`config.mk`:
```
export PLATFORM = sky130hd
export DESIGN_NAME = rom_arbiter
export DESIGN_NICKNAME = d
export VERILOG_FILES = /design/src/rtl/rom_arbiter.sv
export SDC_FILE = /design/constraint.sdc
export NUM_CORES = 1
export LEC_CHECK = 0
export CORE_MARGIN = 2
export CORE_UTILIZATION = 31
export CTS_CLUSTER_DIAMETER = 60
export DETAILED_ROUTE_END_ITERATION = 8
export PLACE_DENSITY_LB_ADDON = 0.12
export SKIP_CTS_REPAIR_TIMING = 1
export SLEW_MARGIN = 20
export SYNTH_ARGS = -nofsm -noshare
export SYNTH_HDL_FRONTEND = slang
export SYNTH_SLANG_ARGS = --single-unit
export TNS_END_PERCENT = 20
```
`constraint.sdc`:
```
create_clock -name clka -period 2.3 [get_ports clka]
set_input_delay 0.575 -clock clka [delete_from_list [all_inputs] [get_ports clka]]
set_output_delay 0.575 -clock clka [all_outputs]
set_load 0.01 [all_outputs]
```
`src/rtl/rom_arbiter.sv`:
```
// Two-port round-robin read arbiter in front of a fixed-latency bootrom bus.
// Grants are combinational; each issued read is tagged and routed back to its port.
module rom_arbiter #(
    parameter int READ_LATENCY = 1
) (
    input  logic        clka,
    input  logic        rsta,
    input  logic        ena,
    input  logic        req0,
    input  logic        req1,
    input  logic [15:0] addr0,
    input  logic [15:0] addr1,
    output logic        gnt0,
    output logic        gnt1,
    output logic        rvalid0,
    output logic        rvalid1,
    output logic [7:0]  rdata0,
    output logic [7:0]  rdata1,
    output logic        mem_en,
    output logic [15:0] mem_addr,
    input  logic [7:0]  mem_dout
);

    localparam int STAGES = READ_LATENCY + 1;

    logic                last_q, last_d;
    logic [STAGES-1:0]   vld_q, vld_d;
    logic [STAGES-1:0]   tag_q, tag_d;
    logic [7:0]          rdata0_q, rdata0_d;
    logic [7:0]          rdata1_q, rdata1_d;
    logic                gnt0_d, gnt1_d;
    logic                cap_vld, cap_tag;

    // Arbitration: the port that did not win last time takes a tie.
    always_comb begin
        gnt0_d = 1'b0;
        gnt1_d = 1'b0;
        if (!rsta && ena) begin
            if (req0 && req1) begin
                if (last_q) gnt0_d = 1'b1;
                else        gnt1_d = 1'b1;
            end else if (req0) begin
                gnt0_d = 1'b1;
            end else if (req1) begin
                gnt1_d = 1'b1;
            end
        end
    end

    always_comb begin
        last_d = last_q;
        if (gnt0_d)      last_d = 1'b0;
        else if (gnt1_d) last_d = 1'b1;
    end

    assign gnt0     = gnt0_d;
    assign gnt1     = gnt1_d;
    assign mem_en   = gnt0_d | gnt1_d;
    assign mem_addr = gnt0_d ? addr0 : (gnt1_d ? addr1 : 16'h0000);

    // In-flight tracker: stage k holds the read issued k+1 cycles ago.
    assign vld_d = {vld_q[STAGES-2:0], mem_en};
    assign tag_d = {tag_q[STAGES-2:0], gnt1_d};

    // mem_dout is valid while the read sits in stage READ_LATENCY-1.
    assign cap_vld = vld_q[READ_LATENCY-1];
    assign cap_tag = tag_q[READ_LATENCY-1];

    always_comb begin
        rdata0_d = rdata0_q;
        rdata1_d = rdata1_q;
        if (cap_vld && !cap_tag) rdata0_d = mem_dout;
        if (cap_vld &&  cap_tag) rdata1_d = mem_dout;
    end

    always_ff @(posedge clka) begin
        if (rsta) begin
            last_q   <= 1'b1;
            vld_q    <= '0;
            rdata0_q <= 8'h00;
            rdata1_q <= 8'h00;
        end else begin
            last_q   <= last_d;
            vld_q    <= vld_d;
            rdata0_q <= rdata0_d;
            rdata1_q <= rdata1_d;
        end
    end

    // Port tags only matter alongside a set valid bit, so they need no reset.
    always_ff @(posedge clka) begin
        tag_q <= tag_d;
    end

    assign rvalid0 = vld_q[READ_LATENCY] & ~tag_q[READ_LATENCY];
    assign rvalid1 = vld_q[READ_LATENCY] &  tag_q[READ_LATENCY];
    assign rdata0  = rdata0_q;
    assign rdata1  = rdata1_q;

endmodule

```
==> Yosys cells after proc, flatten, opt, wreduce, memory -nomap -nowiden <==
Cells that the tools add are included.
{ "op_classes": {"n_mux": 13, "n_bitwise": 4, "n_reduce_logical": 7} }
{ "ops": {"columns": ["op", "n"], "rows": [
  ["$mux W16", 2],
  ["$mux W1", 11],
  ["$logic_and A1 B1 Y1", 4],
  ["$and A1 B1 Y1", 2],
  ["$logic_not A1 Y1", 2],
  ["$reduce_bool A2 Y1", 1],
  ["$not A1 Y1", 1],
  ["$or A1 B1 Y1", 1]
]} }
{ "totals": {"reg_bits": 21, "inputBits": 45, "output_inout_bits": 37, "wordCells": 29} }

==> Longest topological paths before layout <==
Gate-level depths: netlist of the first run.
{ "logic_depth": {"word_depth": 6, "depth_mapped": 5, "mapped_depth_nobuf": 3} }

==> Least setup slack after synthesis of the first run <==
Ideal clock, no wire load.
{ "synth_path": {"path_kind": "input -> output", "from": "input rsta", "to": "output mem_addr[13]", "t_arrival_ns": 1.516, "t_required_ns": 1.725, "path_slack_ns": 0.209, "stages": 5, "n_path_buf": 2, "path_cell_list": "buf_6 > nand2b_4 > nor3b_4 > buf_6 > a22o_1"} }
{ "synth_between": {"word_cells_on_any_way": 6, "cone_classes": "mux: 4; reduce/logical: 2"} }
{ "synth_rtl": {"columns": ["element", "line_no", "rtl"], "rows": [
  ["start: declaration", "7", "input logic rsta,"],
  ["$logic_not A1 Y1", "38", "if (!rsta && ena) begin"],
  ["$logic_and A1 B1 Y1", "38", null],
  ["$mux W1", "38", null],
  ["net gnt0", "13", "output logic gnt0,"],
  ["$mux W16", "59", "assign mem_addr = gnt0_d ? addr0 : (gnt1_d ? addr1 : 16'h0000);"],
  ["end: declaration", "20", "output logic [15:0] mem_addr,"]
]} }
The timed path passes the listed nets, and every way through them passes these cells.

==> Worst setup path in the final report of the first run <==
{ "layout_path": {"from": "input rsta", "to": "output mem_addr[8]"} }
{ "layout_between": {"elab_chain_cells": 5, "word_cells_on_any_way": 6, "cone_classes": "mux: 4; reduce/logical: 2"} }
{ "layout_rtl": {"columns": ["element", "line_no"], "rows": [
  ["$logic_not A1 Y1 *", "38"],
  ["$logic_and A1 B1 Y1 *", "38"],
  ["$mux W1", "38"],
  ["$mux W16", "59"],
  ["$mux W16 *", "59"]
]} }
Mark *: on every way between the ends. The rest lies on a longest branch, timed or not.

==> results.py, run 1 <==
metrics = {
    "sta": {
        "rsz0062_at_grt": "false",
        "setup_viol": 0,
        "holdWs_ps": 459,
        "period_needed_ps": 2240,
        "worst_pin_slew_ps": 509,
        "relSlewSlack": 0.660,
        "slew_violations": 0,
        "finalCritPeriodShare": 0.974,
        "fin_skew_ps": 4.83,
        "max_freq_mhz": 446,
        "hold_viol_final": 0,
    },
    "route": {
        "vias": 1135,
        "via_per_inst": 4.85,
        "wirelength_mm": 2.84,
        "avgRoutedWirePerCell_um": 12.1,
        "firstDrtPassIters": 4,
        "drc": 0,
        "drtIter0Drc": 23,
        "ant_nets": 0,
    },
    "synthesis": {
        "ys_types": 20,
        "synth_warnings": 0,
        "syn_nets": 155,
        "syn_inst": 110,
        "seq_area_frac_synth": 0.440,
        "synth-seq-cells": 21,
        "synth_area_leaders": "dfxtp_1, a22o_1, nand2_1",
        "synth_top_area_cell": "dfxtp_1",
        "yosys.area.top_type_share": 0.440,
        "syn-cell-area_um2": 956,
        "syn_avg_cell_area_um2": 8.69,
    },
    "place": {
        "place_inst": 224,
        "numPortBuffers": 81,
        "place_congestion": 0.728,
        "post-dp-hpwl_mm": 2.35,
    },
    "power": {
        "cellLeakagePower_nw": 0.969,
        "ir_drop_uv": 154,
        "power.density_nw_per_um2": 388,
    },
    "critical_path": {
        "required_ps": 1730,
        "crit_arrival_ps": 1670,
        "critPathMaxStageDelay_ps": 230,
        "critPathMaxFanout": 7,
        "crit_type": "in -> out",
        "critPathLaunchType": "primary input",
        "worstSetupEndpointType": "output port",
        "cp_cell_sequence": "clkbuf_2 -> nand2b_4 -> nor3b_4 -> buf_12 -> buf_8 -> buf_4 -> a22o_1 -> buf_2",
        "worst_path_max_delay_cell": "nor3b_4",
    },
    "cells_and_area": {
        "fillers": 264,
        "drive_above_1_share": 0.164,
        "finish.utilization": 0.647,
        "fin_nets": 247,
        "syn_to_final_growth_pct": 103,
        "stdcell_count": 234,
        "insertedDiodeCount": 0,
    },
    "global_route": {
        "overflow": 0,
        "grt_usage": 0.154,
        "grt_pass1_wl_mm": 4.26,
        "grt_pass1_vias": 1061,
        "grt_antenna_before_repair": 0,
        "grt_max_degree": 19,
    },
    "min_path": {
        "worstHoldPathType": "reg -> reg",
    },
    "die": {
        "placementRows": 20,
        "die_y_um": 59.5,
        "die_w_um": 59.5,
        "dieArea_um2": 3540,
        "ioPinCount": 82,
        "core_area_um2": 3000,
        "initial_utilization": 0.318,
    },
    "clock_network": {
        "cts_buffer_depth": 2,
        "cts_made_buffers": 3,
        "h-tree-depth": 1,
        "clkSlewWorstSetupHoldPaths_ps": 110,
        "clk_latency_ps": 300,
        "cts_tree": "yes",
        "clockRootBuffer": "clkbuf_4",
        "cts_sinks": 21,
    },
    "outcome": {
        "outcome": "finished, final reports clean",
    },
    "job": {
        "drv_cap": 0,
    },
}
==> registers in the layout, indices dropped and copies added (netlist names) <==
| register | cells |
|---|---|
| rdata1 | 8 |
| vld_q | 2 |
| last_q | 1 |
| rdata0 | 8 |
| tag_q | 2 |
==> Yosys cell counts, drive strengths merged <==
library cell / n
and2: 1
or2: 1
nand3: 8
nand2b: 2
nand2: 25
a22o: 16
a31oi: 1
a211oi: 1
nor2b: 4
a21oi: 17
clkbuf: 3
buf: 5
nor3b: 1
dfxtp: 21
nor2: 3
inv: 1
==> cell families after synthesis <==
group           synth area share
simple gates               0.232
buf+inv                   0.0602
flops                      0.440
compound gates             0.268
==> layout by cell type, fill, tap and decap left out, types with 2 or more instances in the layout <==
cell type / n
nand2_1: 25
buf_2: 2
buf_4: 11
nor2_1: 3
a22o_1: 12
clkdlybuf4s50_1: 59
clkbuf_2: 3
clkbuf_4: 3
nand3_1: 8
dfxtp_1: 20
a21oi_1: 17
a22o_2: 4
dlymetal6s2s_1: 16
buf_12: 2
nor2b_1: 3
==> worst paths after layout <==
path / startpoint / to / slack (ps) / depth (start not counted)
hold / removal: rdata0[5]$_SDFFE_PP0P_ / rdata0[5]$_SDFFE_PP0P_ / 460 / 2
setup / recovery: rsta / mem_addr[8] / 60 / 8
setup reg to reg: vld_q[0]$_SDFF_PP0_ / rdata0[1]$_SDFFE_PP0P_ / 960 / 3
hold reg to reg: rdata0[5]$_SDFFE_PP0P_ / rdata0[5]$_SDFFE_PP0P_ / 460 / 2
==> area by class of cell <==
cell class	count	area, um2	share of cell area
well taps	33	41.3	0.0212
multi-input cells	80	485	0.250
flip-flops and latches	21	422	0.217
inverters	1	3.75	0.00193
clock buffers	4	26.3	0.0135
repair buffers	95	965	0.496
==> per-stage QoR <==
stage,setup slack [ps],TNS [ps],cell area (um2),power [mW]
after floorplan,209,0,956,0.455
after global placement,-557,-9450,1840,0.591
after detailed placement,-580,-9840,1840,0.594
after CTS,-588,-10000,1870,0.760
after global routing,13.5,0,1940,0.786
final,59.1,0,1940,0.754
==> critical path: cells and delay by family <==
family                 cells  cell delay (ps)
AND/OR/NAND/NOR            2              390
buffers and inverters      5              550
AO/OA/AOI/OAI              1              130
==> power by group <==
part	total, mW	internal, mW	switching, mW
Sequential	0.385	0.375	0.0104
Clock	0.169	0.0675	0.101
Combinational	0.200	0.134	0.0659
Total	0.754	0.577	0.177
==> per-layer routing <==
metal / GRT usage / up-vias / share of wire
li1: - / 567 / -
met3: 0.0480 / 4 / 0.12
met4: 0.0571 / 0 / 0.013
met5: 0 / - / 0
met2: 0.267 / 59 / 0.49
met1: 0.176 / 505 / 0.38
(Power assumes the default switching activity.)
==> inputs of run 2 (changes only) <==
clock period = 2.1 ns   (was 2.3 ns; I/O delays follow)
==> run 2 against run 1 <==
Net effect:
- cell area is 1.6% lower
- clock skew is 3.9 ps lower
- critical endpoint is now mem_addr[13]
- non-clock buffer count is 3 higher
- largest power group unchanged
- total power is 9.2% higher
- sequential power is 9.6% higher
==> results.py, run 2 (synthesized netlist as in run 1, its figures left out) <==
metrics = {
    "clock_network": {
        "cts_made_buffers": 3,
        "h-tree-depth": 1,
        "clockRootBuffer": "clkbuf_4",
        "clkSlewWorstSetupHoldPaths_ps": 100,
        "cts_buffer_depth": 2,
        "cts_sinks": 21,
        "cts_tree": "yes",
        "clk_latency_ps": 290,
    },
    "global_route": {
        "grt_max_degree": 19,
        "grt_antenna_before_repair": 0,
        "grt_usage": 0.157,
        "grt_pass1_vias": 1049,
        "grt_pass1_wl_mm": 4.40,
        "overflow": 0,
    },
    "die": {
        "die_y_um": 59.5,
        "initial_utilization": 0.318,
        "placementRows": 20,
        "die_w_um": 59.5,
        "core_area_um2": 3000,
        "ioPinCount": 82,
        "dieArea_um2": 3540,
    },
    "sta": {
        "slew_violations": 0,
        "max_freq_mhz": 482,
        "finalCritPeriodShare": 0.987,
        "holdWs_ps": 459,
        "relSlewSlack": 0.663,
        "hold_viol_final": 0,
        "setup_viol": 0,
        "rsz0062_at_grt": "true",
        "fin_skew_ps": 0.965,
        "worst_pin_slew_ps": 505,
        "period_needed_ps": 2070,
    },
    "route": {
        "avgRoutedWirePerCell_um": 12.4,
        "wirelength_mm": 2.95,
        "ant_nets": 0,
        "firstDrtPassIters": 4,
        "vias": 1142,
        "via_per_inst": 4.82,
        "drtIter0Drc": 28,
        "drc": 0,
    },
    "place": {
        "post-dp-hpwl_mm": 2.29,
        "place_inst": 224,
        "place_congestion": 0.732,
        "numPortBuffers": 81,
    },
    "power": {
        "p_switching_mw": 0.192,
        "cellLeakagePower_nw": 0.838,
        "switching_share": 0.234,
        "p_seq_frac": 0.513,
        "power.density_nw_per_um2": 431,
        "pwr-share-comb": 0.268,
        "power_frac_clock": 0.219,
        "ir_drop_uv": 175,
        "p_int_mw": 0.631,
    },
    "critical_path": {
        "critPathMaxStageDelay_ps": 200,
        "critPathLaunchType": "primary input",
        "cp_common_cell": "dlymetal6s2s_1",
        "required_ps": 1570,
        "crit_arrival_ps": 1550,
        "worstSetupEndpointType": "output port",
        "cp_cell_sequence": "dlymetal6s2s_1 -> nor2b_4 -> nor3b_4 -> buf_12 -> buf_4 -> a22o_1 -> dlymetal6s2s_1",
        "worst_path_max_delay_cell": "nor3b_4",
        "crit_family": "buffers and inverters",
        "critPathMaxFanout": 6,
        "worst-path-buf-inv": 4,
        "crit_type": "in -> out",
    },
    "job": {
        "drv_cap": 0,
    },
    "cells_and_area": {
        "insertedDiodeCount": 0,
        "syn_to_final_growth_pct": 100,
        "fin_nets": 250,
        "final_cell_mix": "clkdlybuf4s50_1, nand2_1, dfxtp_1",
        "drive_above_1_share": 0.230,
        "stdcell_count": 237,
        "final_common_cell": "clkdlybuf4s50_1",
    },
    "min_path": {
        "worstHoldPathType": "reg -> reg",
    },
    "outcome": {
        "outcome": "finished, final reports clean",
    },
}
[run 2: final cells by class]
| class | count | area [um2] |
|---|---|---|
| Clock buffer | 4 | 26.3 |
| Fill cell | 259 | 1090 |
| Inverter | 1 | 3.75 |
| Multi-Input combinational cell | 80 | 485 |
| Sequential cell | 21 | 422 |
| Tap cell | 33 | 41.3 |
| Timing Repair Buffer | 98 | 933 |
[run 2: per-stage QoR]
| stage | TNS, ps | util | power [mW] | setup slack (ps) | area [um2] |
|---|---|---|---|---|---|
| finish | 0 | 0.637 | 0.823 | 27.2 | 1910 |
| global route | -123 | 0.637 | 0.862 | -28.5 | 1910 |
| CTS | -11700 | 0.621 | 0.828 | -671 | 1870 |
| detailed placement | -11640 | 0.613 | 0.650 | -667 | 1840 |
| global placement | -11370 | 0.613 | 0.647 | -659 | 1840 |
| floorplan | 0 | - | 0.498 | 109 | 956 |
[run 2: worst paths after layout]
| path | from | end | slack [ps] | depth (start not counted) |
|---|---|---|---|---|
| setup / recovery | req1 | mem_addr[13] | 30 | 7 |
| hold / removal | rdata0[5]$_SDFFE_PP0P_ | rdata0[5]$_SDFFE_PP0P_ | 460 | 2 |
| setup reg to reg | vld_q[0]$_SDFF_PP0_ | rdata0[3]$_SDFFE_PP0P_ | 730 | 3 |
| hold reg to reg | rdata0[5]$_SDFFE_PP0P_ | rdata0[5]$_SDFFE_PP0P_ | 460 | 2 |
[run 2: power groups by stage]
stage / clock, mW / sequential, mW / combinational [mW]
floorplan: 0 / 0.429 / 0.0685
global placement: 0 / 0.430 / 0.218
detailed placement: 0 / 0.430 / 0.219
CTS: 0.187 / 0.421 / 0.220
global route: 0.200 / 0.425 / 0.238
finish: 0.180 / 0.422 / 0.221
[run 2: metal layers]
layer / global-route usage / part of all wire
met5: 0 / 0
met4: 0.0540 / 0.011
met3: 0.0590 / 0.098
met2: 0.276 / 0.51
met1: 0.172 / 0.38
[run 2: worst min-delay path: stages (launching register included)]
cell	delay, ps
dfxtp_1	320
nand2_1	50
a21oi_1	50
==> inputs of run 3 (changes only) <==
SKIP_CTS_REPAIR_TIMING = default   (was 1)
==> run 3 against run 2 <==
Net effect:
- clock skew hardly changed
- clock power is essentially flat
- flip-flop and latch count is the same
- via count shrank 1.5%
- worst hold slack hardly changed
- final cell count is 0.84% lower
- first-iteration DRC count increased by 14%
- total power fell by 1.1%
- cell area down 2.8%
- critical endpoint is now mem_addr[14]
==> results.py, run 3 (synthesized netlist as in run 1, its figures left out) <==
metrics = {
    "outcome": {
        "outcome": "finished, final reports clean",
    },
    "clock_network": {
        "cts_sinks": 21,
        "cts_buffer_depth": 2,
        "clockRootBuffer": "clkbuf_4",
        "h-tree-depth": 1,
        "clkSlewWorstSetupHoldPaths_ps": 100,
        "cts_hold_buffers": 0,
        "cts_tree": "yes",
        "cts_made_buffers": 3,
        "clk_latency_ps": 290,
    },
    "critical_path": {
        "worst_r2r_path_depth": 3,
        "critPathMaxStageDelay_ps": 210,
        "worst_path_max_delay_cell": "nor3b_4",
        "cp_common_cell": "buf_2",
        "worstSetupEndpointType": "output port",
        "crit_arrival_ps": 1520,
        "critPathLaunchType": "primary input",
        "cp_cell_sequence": "buf_2 -> nand2b_4 -> nor3b_4 -> buf_12 -> buf_6 -> a22o_1 -> buf_2",
        "required_ps": 1570,
        "crit_type": "in -> out",
        "critPathMaxFanout": 6,
    },
    "global_route": {
        "grt_usage": 0.165,
        "grt_max_degree": 19,
        "overflow": 0,
        "grt_pass1_wl_mm": 4.60,
        "grt_antenna_before_repair": 0,
        "grt_pass1_vias": 1099,
    },
    "route": {
        "firstDrtPassIters": 4,
        "ant_nets": 0,
        "via_per_inst": 4.79,
        "avgRoutedWirePerCell_um": 12.2,
        "vias": 1125,
        "wirelength_mm": 2.87,
        "drc": 0,
        "drtIter0Drc": 32,
    },
    "power": {
        "power_frac_clock": 0.221,
        "ir_drop_uv": 175,
        "pwr-share-comb": 0.261,
        "p_seq_frac": 0.518,
        "p_int_mw": 0.623,
        "switching_share": 0.234,
        "cellLeakagePower_nw": 0.759,
        "p_switching_mw": 0.191,
        "power.density_nw_per_um2": 438,
    },
    "cells_and_area": {
        "fin_area_um2": 1860,
        "fin_nets": 248,
        "final_common_cell": "clkdlybuf4s50_1",
        "drive_above_1_share": 0.228,
        "insertedDiodeCount": 0,
        "stdcell_count": 235,
        "final_cell_mix": "clkdlybuf4s50_1, nand2_1, dfxtp_1",
        "fillers": 273,
        "syn_to_final_growth_pct": 94.4,
        "finish.utilization": 0.619,
    },
    "sta": {
        "slew_violations": 0,
        "rsz0062_at_grt": "false",
        "hold_viol_final": 0,
        "holdWs_ps": 459,
        "max_freq_mhz": 490,
        "period_needed_ps": 2040,
        "relSlewSlack": 0.663,
        "fin_skew_ps": 0.892,
        "worst_pin_slew_ps": 504,
        "finalCritPeriodShare": 0.972,
        "setup_viol": 0,
    },
    "die": {
        "initial_utilization": 0.318,
        "die_y_um": 59.5,
        "placementRows": 20,
        "ioPinCount": 82,
        "die_w_um": 59.5,
        "dieArea_um2": 3540,
        "core_area_um2": 3000,
    },
    "place": {
        "place_congestion": 0.732,
        "post-dp-hpwl_mm": 2.29,
        "place_area_um2": 1840,
        "place_inst": 224,
        "numPortBuffers": 81,
    },
    "min_path": {
        "worstHoldPathType": "reg -> reg",
        "hold_depth": 2,
    },
    "job": {
        "drv_cap": 0,
    },
}
[run 3: cell count changes in the layout (fill, tap and decap cells not counted)]
cell,delta
buf_2,+15
clkbuf_2,-10
dlymetal6s2s_1,-6
buf_4,-5
dlygate4sd2_1,+3
clkdlybuf4s15_1,+2
buf_8,-1
dfxtp_2,-1
dfxtp_4,+1
[run 3: path summary, 6_finish.rpt]
| check | from | endpoint | slack (ps) |
|---|---|---|---|
| max reg2reg | vld_q[0]$_SDFF_PP0_ | rdata0[3]$_SDFFE_PP0P_ | 730 |
| min reg2reg | rdata0[5]$_SDFFE_PP0P_ | rdata0[5]$_SDFFE_PP0P_ | 460 |
| max | rsta | mem_addr[14] | 60 |
| min | rdata0[5]$_SDFFE_PP0P_ | rdata0[5]$_SDFFE_PP0P_ | 460 |
[run 3: per-stage QoR]
| stage | power [mW] | worst slack [ps] | TNS (ps) |
|---|---|---|---|
| 2_1_floorplan | 0.498 | 109 | 0 |
| 3_3_place_gp | 0.647 | -659 | -11370 |
| 3_5_place_dp | 0.650 | -667 | -11640 |
| 4_1_cts | 0.823 | 5.19 | 0 |
| 5_1_grt | 0.853 | 0.226 | 0 |
| 6_report | 0.814 | 59.1 | 0 |
[run 3: per-layer routing]
metal | up-vias | track usage | routed length, um
met5 | - | 0 | 0
met4 | 0 | 0.0540 | 33
met3 | 4 | 0.0480 | 262
met2 | 59 | 0.306 | 1450
met1 | 495 | 0.176 | 1130
li1 | 567 | - | -
[run 3: worst max-delay path, delay by kind of cell]
kind	cells	cell delay (ps)
buf+inv	4	500
simple gates	2	370
compound gates	1	130
[run 3: cell type report]
type | instances | area (um2) | share of cell area
multi-input combinational | 80 | 485 | 0.261
timing repair buffer | 96 | 877 | 0.472
inverter | 1 | 3.75 | 0.00202
tap | 33 | 41.3 | 0.0222
clock buffer | 4 | 26.3 | 0.0141
sequential | 21 | 424 | 0.228
[run 3: repair_timing]
item	in CTS	in global routing
pin swaps	4	4
setup endpoints to repair	19	16
buffers inserted	7	0
resized for setup	86	3
[run 3: power by group through the flow]
| stage | Clock (mW) | Sequential [mW] | Combinational, mW |
|---|---|---|---|
| 2_1_floorplan | 0 | 0.429 | 0.0685 |
| 3_3_place_gp | 0 | 0.430 | 0.218 |
| 3_5_place_dp | 0 | 0.430 | 0.219 |
| 4_1_cts | 0.187 | 0.422 | 0.215 |
| 5_1_grt | 0.200 | 0.424 | 0.229 |
| 6_report | 0.180 | 0.422 | 0.212 |
